--- config.mk ---
export PLATFORM = sky130hd
export DESIGN_NAME = matrix_result_drain
export DESIGN_NICKNAME = d
export VERILOG_FILES = /design/src/rtl/matrix_result_drain.sv
export SDC_FILE = /design/constraint.sdc
export NUM_CORES = 1
export LEC_CHECK = 0
export CAP_MARGIN = 25
export CELL_PAD_IN_SITES_DETAIL_PLACEMENT = 1
export CELL_PAD_IN_SITES_GLOBAL_PLACEMENT = 1
export CORE_MARGIN = 2
export CORE_UTILIZATION = 24
export CTS_BUF_LIST = sky130_fd_sc_hd__clkbuf_8
export CTS_CLUSTER_SIZE = 10
export DETAILED_ROUTE_END_ITERATION = 16
export HOLD_SLACK_MARGIN = 0.1
export PLACE_DENSITY_LB_ADDON = 0.08
export SLEW_MARGIN = 15
export SYNTH_ARGS = -nofsm -noshare
export SYNTH_HDL_FRONTEND = slang
export SYNTH_SLANG_ARGS = --single-unit
--- constraint.sdc ---
create_clock -name clk -period 12.1 [get_ports clk]
set_clock_uncertainty 0.05 [all_clocks]
set_input_delay 2.42 -clock clk [delete_from_list [all_inputs] [get_ports clk]]
set_output_delay 2.42 -clock clk [all_outputs]
set_load 0.005 [all_outputs]
--- src/rtl/matrix_result_drain.sv ---
// rtl/matrix_result_drain.sv - snapshots a 4x4 16-bit result matrix and streams it out narrowed to 8 bits
// Optional feature macro: MATRIX_DRAIN_ROUND_EN (round-half-up before the right shift)
module matrix_result_drain #(
    parameter int SHIFT = 0
) (
    input  logic                   clk,
    input  logic                   rst,
    input  logic                   start,
    input  logic [3:0][3:0][15:0]  c,
    output logic [7:0]             out_data,
    output logic [1:0]             out_row,
    output logic [1:0]             out_col,
    output logic                   out_last,
    output logic                   out_valid,
    input  logic                   out_ready,
    output logic                   busy,
    output logic                   done,
    output logic                   sat_flag
);

    localparam logic [1:0] IDLE   = 2'd0;
    localparam logic [1:0] STREAM = 2'd1;
    localparam logic [1:0] DONE   = 2'd2;

`ifdef MATRIX_DRAIN_ROUND_EN
    // Half of one output LSB; (1<<SHIFT)>>1 is zero when SHIFT is zero.
    localparam logic [16:0] ROUND_ADD = 17'((17'd1 << SHIFT) >> 1);
`endif

    logic [1:0]  state;
    logic [3:0]  idx;
    logic [15:0] snap [0:15];
    logic [15:0] elem;
    logic [16:0] v;
    logic        elem_sat;
    logic        xfer;
    logic        accept;

    assign accept    = (state == IDLE) && start;
    assign xfer      = (state == STREAM) && out_ready;
    assign busy      = (state == STREAM);
    assign out_valid = (state == STREAM);
    assign done      = (state == DONE);
    assign out_row   = idx[3:2];
    assign out_col   = idx[1:0];
    assign out_last  = (state == STREAM) && (idx == 4'hF);

    // Narrow the element at the current index: optional rounding, shift, clamp to 255.
    always_comb begin
        elem = snap[idx];
`ifdef MATRIX_DRAIN_ROUND_EN
        v = ({1'b0, elem} + ROUND_ADD) >> SHIFT;
`else
        v = {1'b0, elem} >> SHIFT;
`endif
        elem_sat = |v[16:8];
        out_data = elem_sat ? 8'hFF : v[7:0];
    end

    // Frame control: IDLE -> STREAM on start, STREAM -> DONE on last transfer, DONE lasts one cycle.
    always_ff @(posedge clk or posedge rst) begin
        if (rst) begin
            state <= IDLE;
        end else begin
            case (state)
                IDLE:    if (start) state <= STREAM;
                STREAM:  if (xfer && (idx == 4'hF)) state <= DONE;
                DONE:    state <= IDLE;
                default: state <= IDLE;
            endcase
        end
    end

    // Row-major element index; holds at (3,3) after the last transfer so it never wraps in a frame.
    always_ff @(posedge clk or posedge rst) begin
        if (rst) begin
            idx <= 4'd0;
        end else if (accept) begin
            idx <= 4'd0;
        end else if (xfer && (idx != 4'hF)) begin
            idx <= idx + 4'd1;
        end
    end

    // Capture the whole matrix on start so later changes on c cannot disturb the frame.
    always_ff @(posedge clk or posedge rst) begin
        if (rst) begin
            for (int k = 0; k < 16; k++) snap[k] <= 16'd0;
        end else if (accept) begin
            for (int i = 0; i < 4; i++) begin
                for (int j = 0; j < 4; j++) begin
                    snap[i*4 + j] <= c[i][j];
                end
            end
        end
    end

    // Sticky saturation indicator for the current frame, cleared only by a new frame or reset.
    always_ff @(posedge clk or posedge rst) begin
        if (rst) begin
            sat_flag <= 1'b0;
        end else if (accept) begin
            sat_flag <= 1'b0;
        end else if (xfer && elem_sat) begin
            sat_flag <= 1'b1;
        end
    end

endmodule

* After elaboration in Yosys (flattened, before gate mapping)
Cells that the tools add are included.
** Storage, ports and cells
- Bits in registers :: 263
- Input port bits :: 260
- Output and inout port bits :: 17
- Word-level logic and storage cells :: 50
** Cells by class
- $add $sub $neg :: 1
- Magnitude comparators :: 1
- Eq/ne operators :: 6
- Mux-type cells :: 11
- Bitwise logic cells :: 1
- Reduce and logical (&&, ||, !) cells :: 11
** Operators by type and width (count)
- 16-bit binary-select mux with 4-bit select :: 1
- 16-bit two-way mux :: 2
- 4-bit two-way mux :: 2
- 8-bit two-way mux :: 1
- 8-bit OR reduction :: 1
- 1-bit logical AND :: 6
- 5-bit >= comparator, second input constant :: 1
- 4-bit inverter with 5-bit output :: 1
- 4-bit by 1-bit adder with 4-bit output, second input constant :: 1
- 4-bit == test, second input constant :: 1
- 2-bit two-way mux :: 2
- 4-bit inequality test, second input constant :: 1
- 2-bit case mux with 2 select lines :: 1
- 2-bit nonzero test :: 2
- 2-bit by 1-bit == test with 1-bit output, second input constant :: 1
- 2-bit == test, second input constant :: 1
- 2-bit logical NOT :: 1
- 1-bit two-way mux :: 2
- 2-bit by 1-bit inequality test with 1-bit output, second input constant :: 1
- 2-bit inequality test, second input constant :: 1
- 2-bit AND reduction :: 1

* Depth between registers and ports, before layout
- Depth after elaboration :: 8
- Depth in mapped cells :: 8
- Mapped depth without buffers :: 6

* Least setup slack after synthesis
OpenSTA, ideal clock, no wires.
- Path type :: register to output
- Start point :: reg idx[0]
- End point :: out out_data[4]
- Arrival :: 1.833 ns
- Required time :: 9.630 ns
- Slack :: 7.797 ns
- Cell stages (with the launch flop) :: 7
- Path buffers :: 3
- Cells stage by stage :: dfrtp_1 buf_2 clkbuf_8 buf_2 mux4_4 mux2i_1 a32oi_1
** Between the ends
- Longest elaborated chain between the ends :: 6
** RTL lines
- from (decl) :: RTL line 31 : logic [3:0] idx;
- from (signal assigned) :: RTL line 81 : idx <= idx + 4'd1;
- 4-bit inverter with 5-bit output (implied by the code) (*) :: RTL line 50 : elem = snap[idx];
- 16-bit binary-select mux with 4-bit select (*) :: RTL line 50
- 16-bit two-way mux (implied by the code) (*) (2 in a row) :: RTL line 50
- 8-bit OR reduction :: RTL line 56 : elem_sat = |v[16:8];
- 8-bit two-way mux (*) :: RTL line 57 : out_data = elem_sat ? 8'hFF : v[7:0];
- to (decl) :: RTL line 10 : output logic [7:0] out_data,
Every way passes the cells marked *; elsewhere a longest branch is shown, timed or not. The select of a mux whose other input is x is not followed.

* Worst setup path after layout
- Start point :: reg idx[0]
- End point :: out out_data[3]
Same word-level chain as after synthesis.

==> run summary <==
multi-input logic area: 4590 um2
Total Routed Length: 36.8 mm
Placer Congestion: 0.713
DRT iter0 DRCs: 241
Congestion Overflow GR: 0
Register Area: 6590 um2
Hold Startpoint: snap[231]
crit path time final: 6.56 ns
Syn Nets: 985
clock group share of total power: 23.7%
Die Wd: 223 um
Post-Syn Area: 11,500 um2
slew margin rel.: 33.8%
Total Negative Setup Slacks: 0 ns
internal power: 2550 uW
vias post-DR: 7,443
Die ar.: 49,600 um2
hpwl dp: 25.7 mm
Psw: 1180 uW
Clk Latency, worst-skew pair: 0.64 ns
switching share of power: 31.6%
vias in the first global route: 8,283
YS warnings: 0
# rows: 80
static leakage: 0.00640 uW
f_max: 152 MHz
CP Launch Type: flip-flop
port bufs: 276
r2r startpoint: idx[0]
Final #Nets: 1,279
setup bufs post-CTS: 0
peak fanout along the critical path: 35
worst min path class: flip-flop to flip-flop
height of the die: 223 um
quantity of gates resized following cts: 0
Gate power share: 33.8%
final hold viol count: 0
final setup fails: 0
CTS tree: done
clk sinks: 263
max incr delay on CP: 0.79 ns
htree depth: 2
Register-to-Register Path Depth: 7
antenna viol nets, final: 0
Root Buffer: clkbuf_8
RSZ-0062 raised after global routing: no
first-pass GRT wire length: 55.4 mm
gr usage total: 15.1%
end of the worst hold path: snap[231]
Least-Margin Pin Slew: 0.992 ns
IR drop worst, VDD: 0.0642 mV
critical path data arrival time: 4.09 ns
Hold Slack: 0.448 ns
Mapped Avg Cell Area: 15.8 um2
Crit path max-delay family: buffers and inverters
hold buffers post-CTS: 0
Starting Density: 24.2%
WP data required: 9.63 ns
CTS max path bufs: 3
synthesized instance count: 724
outcome: completed
Hold Path Depth: 1
Final Max Tran Viols: 0
drt drc: 0
cells along the critical path: buf_4 > or4b_1 > o22ai_1 > nor2_1 > or3_4 > a22oi_4 > a32oi_1 > clkdlybuf4s50_1
Max Cap Viol: 0
synthesis-to-finish area growth: 38.4%
Yosys cell types: 51
layout cell share with drive strength beyond 1: 33.2%
RR Endpoint: sat_flag
worst reg-to-reg setup slack: 9.00 ns
area of the core: 47,400 um2
crit share post-route: 54.2%
CTS Buf Count: 52
critical path class: flip-flop to output port
CP max-delay cell: dfrtp_4
Ports: 277
Worst Setup End Kind: output port
PD cells: 235 nW/um2
sequential-to-total area share from yosys stat: 57.4%
Sequential Power Share: 42.5%
drt via density: 4.45
largest net degree at the start of global routing: 137
wire per inst: 22.0 um
fill count: 4,973
initial antenna violation count: 7
Yosys reg bits: 263
crit path buf inv count: 2
Worst-path clk slew: 0.06 ns
1st-pass router iterations: 4
[synth_stat cells, drive strengths merged]
cell     number  area, um2
nor3          4       20.0
a21boi        1       11.3
a21o          1       7.51
a32oi         8       70.1
clkbuf       12        105
o32ai         2       36.3
o211ai        1       7.51
or4b          5       50.1
nand3b        1       7.51
xnor2         3       26.3
nor2b         2       12.5
inv           4       20.0
o21ai         2       10.0
o2111ai       1       8.76
a32o          1       10.0
nand4         3       18.8
dfrtp       263       6580
mux4         33        857
ha            1       12.5
nor2         11       41.3
or4           8       60.1
a22oi         2       28.8
a2bb2oi       1       8.76
o41ai         1       8.76
mux2i         9       90.1
nand2        24       90.1
nor3b         2       15.0
buf          34        185
o22ai         3       18.8
o311ai        1       8.76
a221oi        2       17.5
and3          1       6.26
nor4         13       81.3
nand3         2       10.0
or3           2       17.5
a21oi         1       5.00
o221ai        3       26.3
mux2        256       2880
[logic make-up (layout without fill, tap and decap cells)]
kind of cell / after synthesis / after routing / share of synthesized area, %
other: 0 / 1 / 0
AO/OA/AOI/OAI: 31 / 31 / 2.48
flip-flops: 263 / 263 / 57.4
adder cells (fa/ha/maj): 1 / 1 / 0.109
buffers and inverters: 50 / 382 / 2.70
XOR/XNOR: 3 / 3 / 0.229
multiplexers: 298 / 298 / 33.4
AND/OR/NAND/NOR: 78 / 78 / 3.75
[worst max path at each step]
stage | startpoint | depth (start not counted) | slack [ns] | end
3_5_place_dp | idx[0] | 8 | 6.09 | out_data[3]
5_1_grt | idx[0] | 8 | 5.29 | out_data[3]
3_3_place_gp | idx[0] | 8 | 6.13 | out_data[3]
6_report | idx[0] | 8 | 5.54 | out_data[3]
4_1_cts | idx[0] | 8 | 5.35 | out_data[3]
2_1_floorplan | rst | 1 | 2.39 | idx[0]
[power groups by stage]
stage | sequential, uW | combinational, uW | clock, uW
final | 1590 | 1260 | 885
after global placement | 1610 | 1280 | 0
after global routing | 1660 | 1370 | 977
after floorplan | 1490 | 923 | 0
after CTS | 1600 | 1310 | 937
after detailed placement | 1610 | 1300 | 0
[metal layers]
layer  vias to the layer above  track usage (%)  wire length, um
met4                        12             5.87             1080
li1                       3329                -                -
met1                      3847             18.9            15700
met5                         -                0               69
met2                       186             24.3            17500
met3                        69             4.84             2390
[stage by stage]
step / worst slack, ns / power [uW] / util [%] / instances / area (um2)
final: 5.54 / 3730 / 33.5 / 1672 / 15900
after global routing: 5.29 / 4010 / 33.5 / 1671 / 15900
after global placement: 6.13 / 2890 / 31.2 / 1577 / 14800
after detailed placement: 6.09 / 2910 / 31.3 / 1578 / 14800
after CTS: 5.35 / 3840 / 33.4 / 1670 / 15900
after floorplan: 2.39 / 2410 / - / 724 / 11500
[area by class of cell]
class / instances / area share (%)
antenna: 1 / 0.0158
clock buffer: 66 / 5.72
sequential: 263 / 41.5
multi-input combinational: 411 / 28.9
timing repair buffer: 286 / 18.2
clock inverter: 26 / 0.678
tap: 615 / 4.85
inverter: 4 / 0.173
[layout by cell type (no fill, tap or decap), types with 8 or more instances in the layout]
cell type,Yosys,routed
clkdlybuf4s50_1,0,276
clkbuf_8,6,66
mux2_2,256,256
nor2_1,11,11
a32oi_1,8,8
inv_1,3,24
mux2i_1,9,9
nand2_1,24,24
nor4_1,13,13
mux4_1,29,29
or4_1,8,8
dfrtp_1,263,260
[registers in the layout, indices dropped and copies added, names as in the netlist]
name	count
idx	4
snap	256
sat_flag	1
state	2
Power figures use the tool's default switching activity.
